--- src/rtl/mem_port_arbiter.sv ---
// Round-robin arbiter/sequencer sharing one word-access data memory between two requesters.
// States: IDLE = wait for req | ISSUE = gnt + memory strobe | RESP = read data valid.
module mem_port_arbiter #(
  parameter int ADDR_WIDTH = 32,
  parameter int DATA_WIDTH = 32
) (
  input  logic                  clk,
  input  logic                  rst,
  input  logic                  req0,
  input  logic                  req1,
  input  logic                  we0,
  input  logic                  we1,
  input  logic [ADDR_WIDTH-1:0] addr0,
  input  logic [ADDR_WIDTH-1:0] addr1,
  input  logic [DATA_WIDTH-1:0] wdata0,
  input  logic [DATA_WIDTH-1:0] wdata1,
  output logic                  gnt0,
  output logic                  gnt1,
  output logic                  rvalid0,
  output logic                  rvalid1,
  output logic                  err0,
  output logic                  err1,
  output logic [DATA_WIDTH-1:0] rdata,
  output logic [ADDR_WIDTH-1:0] mem_addr,
  output logic [DATA_WIDTH-1:0] mem_wdata,
  output logic                  mem_re,
  output logic                  mem_we,
  input  logic [DATA_WIDTH-1:0] mem_rdata
);

  typedef enum logic [1:0] {
    IDLE  = 2'd0,
    ISSUE = 2'd1,
    RESP  = 2'd2
  } state_t;

  state_t                state;
  state_t                state_nx;
  logic                  last_grant;
  logic                  win;
  logic                  we_r;
  logic [ADDR_WIDTH-1:0] addr_r;
  logic [DATA_WIDTH-1:0] wdata_r;
  logic                  any_req;
  logic                  pick;
  logic                  aligned;

  // On a tie the port that did not win last time goes first.
  assign any_req = req0 | req1;
  assign pick    = (req0 && req1) ? ~last_grant : req1;
  assign aligned = (addr_r[1:0] == 2'b00);

  always_ff @(posedge clk or posedge rst) begin
    if (rst) begin
      state <= IDLE;
    end else begin
      state <= state_nx;
    end
  end

  always_ff @(posedge clk or posedge rst) begin
    if (rst) begin
      last_grant <= 1'b1;
      win        <= 1'b0;
      we_r       <= 1'b0;
      addr_r     <= '0;
      wdata_r    <= '0;
    end else if (state == IDLE && any_req) begin
      last_grant <= pick;
      win        <= pick;
      we_r       <= pick ? we1 : we0;
      addr_r     <= pick ? addr1 : addr0;
      wdata_r    <= pick ? wdata1 : wdata0;
    end
  end

  always_comb begin
    state_nx = state;
    gnt0     = 1'b0;
    gnt1     = 1'b0;
    err0     = 1'b0;
    err1     = 1'b0;
    rvalid0  = 1'b0;
    rvalid1  = 1'b0;
    mem_re   = 1'b0;
    mem_we   = 1'b0;
    case (state)
      IDLE: begin
        if (any_req) state_nx = ISSUE;
      end
      ISSUE: begin
        gnt0   = ~win;
        gnt1   = win;
        err0   = ~win & ~aligned;
        err1   = win & ~aligned;
        mem_we = aligned & we_r;
        mem_re = aligned & ~we_r;
        state_nx = (aligned && !we_r) ? RESP : IDLE;
      end
      RESP: begin
        rvalid0  = ~win;
        rvalid1  = win;
        state_nx = IDLE;
      end
      default: state_nx = IDLE;
    endcase
  end

  assign mem_addr  = addr_r;
  assign mem_wdata = wdata_r;
  assign rdata     = mem_rdata;

endmodule

--- config.mk ---
export PLATFORM = sky130hd
export DESIGN_NAME = mem_port_arbiter
export DESIGN_NICKNAME = d
export VERILOG_FILES = /design/src/rtl/mem_port_arbiter.sv
export SDC_FILE = /design/constraint.sdc
export NUM_CORES = 1
export LEC_CHECK = 0
export CORE_UTILIZATION = 33
export DETAILED_ROUTE_END_ITERATION = 8
export MAX_ROUTING_LAYER = met4
export PLACE_DENSITY_LB_ADDON = 0.2
export RECOVER_POWER = 50
export SYNTH_ARGS = -nofsm -noshare
export SYNTH_HDL_FRONTEND = slang
export SYNTH_SLANG_ARGS = --single-unit
--- constraint.sdc ---
create_clock -name clk -period 2.3 [get_ports clk]
set_clock_uncertainty 0.2 [all_clocks]
set_input_delay 0.345 -clock clk [delete_from_list [all_inputs] [get_ports clk]]
set_output_delay 0.345 -clock clk [all_outputs]
set_load 0.01 [all_outputs]
Yosys cells after proc, flatten, opt, wreduce, memory -nomap -nowiden --
Cells that the tools add are included. Widths: inputs -> output; s select.
Operators by class: equality and inequality tests 3, muxes and demuxes 15, bitwise operators 9, reductions and logical operators 6
Operators by type and width (number):
- $mux 32 | 2
- $mux 1 | 10
- $and 1x1->1 | 4
- $logic_not 2->1 | 2
- $mux 2 | 2
- $not 1->1 | 4
- $pmux 2 s2 | 1
- $logic_and 1x1->1 | 3
- $eq 2x1->1 const B | 1
- $eq 2x2->1 const B | 1
- $ne 2x2->1 const B | 1
- $logic_not 1->1 | 1
- $or 1x1->1 | 1
Word-level totals: flip-flop bits (word level) 69, input port bits 166, word-level logic and storage cells 39

Logic depth before layout (Yosys ltp) --
depth after elaboration 4, mapped depth 5, mapped depth without buffers 3

Worst setup path after synthesis --
Ideal clock, no wire load.
path kind register to register, start register last_grant, end register addr_r[0], in the netlist mem_addr[0], library setup time 125 ps, arrival time 1507 ps, required time 1975 ps, setup slack 468 ps, stages on the path, launching flop included 6, buffers on the path 2, clock period less this slack 1832 ps, cells stage by stage dfstp_2 > a21bo_2 > buf_6 > buf_6 > mux2_4 > mux2_4
Between the ends: longest elaborated chain between the ends 3
Ends and longest elaborated chain:
- start, declared | line 39 | logic last_grant;
- start signal, assigned | line 69 | last_grant <= pick;
- $not 1->1 | line 50 | assign pick = (req0 && req1) ? ~last_grant : req1;
- $mux 1 | line 50
- $mux 32 | line 72 | addr_r <= pick ? addr1 : addr0;
- end signal, assigned | line 72
- end, declared | line 42 | logic [ADDR_WIDTH-1:0] addr_r;
No other way between the ends. A chain may end at the register's enable or synchronous reset.

Final worst setup path --
start register state[1], end output gnt0
Between the ends: longest elaborated chain between the ends 2
Ends and longest elaborated chain:
- start, declared | line 37 | state_t state;
- start signal, assigned | line 57 | state <= state_nx;
- $eq 2x1->1 | line 87 | case (state)
- $mux 1 | line 87
- end, declared | line 17 | output logic gnt0,
No other way between the ends.

==> flow_metrics.py <==
metrics = {
    "clock_tree": {
        "clock_latency_ns": 0.32,
        "cts_setup_buffers": 0,
        "cts-root-buf": "clkbuf_16",
        "cts.htree.levels": 3,
        "cts_tree": "built",
        "cts.sinks": 69,
        "cts-buffers-inserted": 9,
        "clock_path_buffers": 2,
        "path_clk_slew_ns": 0.05,
        "cts_hold_buf": 0,
    },
    "setup_path": {
        "cp_max_fo": 7,
        "reg2reg_from": "state[0]",
        "regToRegSetupSlack_ns": 0.34,
        "critPathRequiredTime_ns": 1.75,
        "worstRegToRegCells": 4,
        "worstReg2RegEnd": "mem_addr[26]",
        "endpoint_kind": "output pin",
        "worstSetupPathType": "reg2out",
        "critPathLaunchType": "flop",
        "worstPathArrival_ns": 1.65,
    },
    "floorplanning": {
        "die-area_um2": 12400,
        "core_area_um2": 11600,
        "rows": 39,
        "initial_core_util_pct": 34.2,
        "die_w_um": 112,
        "io_pins": 270,
        "die_h_um": 112,
    },
    "power": {
        "ir_worst_vdd_v": 0.000440,
        "power_density_nw_per_um2": 1170,
        "p_leak_nw": 2.77,
    },
    "synthesis": {
        "synth_cell_types": 19,
        "ys_seq_area_share_pct": 43.7,
        "syn-cell-area_um2": 3960,
        "yosysWarnings": 0,
        "synth_nets": 430,
        "synth-seq-cells": 69,
        "avgSynthCellArea_um2": 15.0,
        "syn_inst": 264,
    },
    "final_layout": {
        "fin_nets": 610,
        "antenna_cells": 0,
        "drive_above_1_share_pct": 35.2,
        "num-fill-cells": 997,
        "area_growth_pct": 59.7,
    },
    "grt": {
        "antenna_found_initial": 0,
        "grt_pass1_vias": 2981,
        "grt_max_degree": 65,
        "grt-ovfl-total": 0,
        "grt_first_pass_wirelength_mm": 15.0,
        "track_usage_pct": 16.0,
    },
    "timing": {
        "report.final.hold_viol_count": 0,
        "maxSlewHeadroom_pct": 40.0,
        "finalCritPeriodShare_pct": 95.2,
        "fin_tns_setup_ns": 0,
        "fmax_ghz": 0.457,
        "setup_viol": 0,
        "slew_violations": 0,
        "rsz0062_at_grt": "no",
        "fin_crit_ns": 2.19,
        "worst_pin_slew_ns": 0.901,
        "whs_ns": 0.178,
    },
    "detailed_routing": {
        "ant_nets": 0,
        "dr.pass1.iters": 6,
        "drcViolationCount": 20,
        "wl_per_cell_um": 15.5,
        "first_iter_violations": 85,
        "vias_per_cell": 4.60,
        "drt_wl_total_mm": 9.19,
        "num_vias": 2722,
    },
    "outcome": {
        "violations": "design-rule violations",
        "status": "complete, but fails checks",
    },
    "job": {
        "cap_viol_max_count": 0,
    },
    "placed_design": {
        "portBuffers": 205,
        "place.gp.congestion": 0.710,
        "dp_hpwl_mm": 7.01,
    },
    "worst_hold_path": {
        "hold_class": "in2async",
    },
}
==> timing repair <==
| item | 4_1_cts | 5_1_grt |
|---|---|---|
| hold endpoints to repair | 0 | 0 |
| gates resized for setup | 5 | 2 |
| setup endpoints to repair | 4 | 3 |
==> critical path: stages (launching register included) <==
cell and delay, ns:
dfrtp_1 0.40, nand2b_2 0.24, nor2_1 0.11, clkdlybuf4s50_1 0.57
==> cells in the final DEF, fill, tap and decap left out, types with 3 or more instances in the layout <==
cell type	netlist	layout
buf_12	0	5
buf_4	32	4
bufinv_16	0	3
clkbuf_16	0	9
clkdlybuf4s50_1	0	183
dfrtp_1	68	68
dlygate4sd2_1	0	4
dlygate4sd3_1	0	17
mux2_2	52	52
mux2_4	78	78
nor2_1	4	4
==> logic make-up (layout without fill, tap and decap cells) <==
logic type	Yosys count	in the layout	synth area share (%)
mux	130	130	44.4
buf+inv	48	233	9.30
simple gates	12	12	1.71
compound gates	5	5	0.949
flops	69	69	43.7
==> power breakdown <==
part | total (W) | internal (W) | switching (W)
Sequential | 0.00221 | 0.00184 | 0.000368
Combinational | 0.00360 | 0.00235 | 0.00124
Clock | 0.00157 | 0.00109 | 0.000484
==> worst max path at each step <==
stage                        end     start  slack (ns)  cells after the start
floorplan            mem_addr[0]       rst        0.02                      1
global placement     mem_addr[8]      req0        0.09                      5
detailed placement  mem_addr[19]      req0        0.07                      5
CTS                         gnt0  state[1]        0.06                      3
global route             rvalid0  state[0]        0.02                      2
finish                      gnt0  state[1]        0.11                      3
==> stage by stage <==
step	setup slack (ns)	std cells	utilization [%]	instance area (µm²)	total power [W]
after floorplan	0.0168	264	-	3960	0.00416
after CTS	0.0631	592	54.8	6330	0.00756
after global routing	0.0240	592	54.6	6320	0.00782
final	0.109	592	54.6	6320	0.00738
after global placement	0.0949	576	51.8	5990	0.00591
after detailed placement	0.0710	576	51.8	5990	0.00594
==> state kept, by name, indices dropped and copies added (netlist names) <==
register / cells
we_r: 1
last_grant: 1
mem_wdata: 32
win: 1
state: 2
mem_addr: 32
==> per-layer routing <==
layer	global-route usage, %	share of wire, %	vias up	wire, µm
li1	-	-	1268	-
met1	18.4	41	1291	3790
met2	26.1	48	144	4450
met3	4.63	8.6	19	792
met4	6.67	1.6	0	148
met5	-	0	-	0
==> cell type report <==
cell class | count | area [µm²] | share of cell area, %
inverter | 2 | 7.51 | 0.119
clock buffer | 12 | 246 | 3.90
sequential | 69 | 1730 | 27.3
timing repair buffer | 215 | 2190 | 34.6
multi-input combinational | 147 | 1880 | 29.7
clock inverter | 4 | 95.1 | 1.50
tap | 143 | 179 | 2.83
==> cell usage after synthesis <==
cell,instances,area (µm²)
o32ai_1,1,8.76
nor4b_1,1,8.76
dfstp_2,1,26.3
nor2_1,4,15.0
nor3b_1,2,15.0
a31oi_1,1,6.26
o21a_1,1,7.51
a21oi_1,1,5.00
nand2b_1,1,6.26
mux2_4,78,1170
dfrtp_1,68,1700
buf_6,8,90.1
a21bo_2,1,10.0
nor3_1,2,10.0
inv_1,2,7.51
mux2_2,52,586
nor4_1,2,12.5
buf_4,32,240
buf_2,6,30.0
Note: power is estimated with default switching activity, not from simulation.
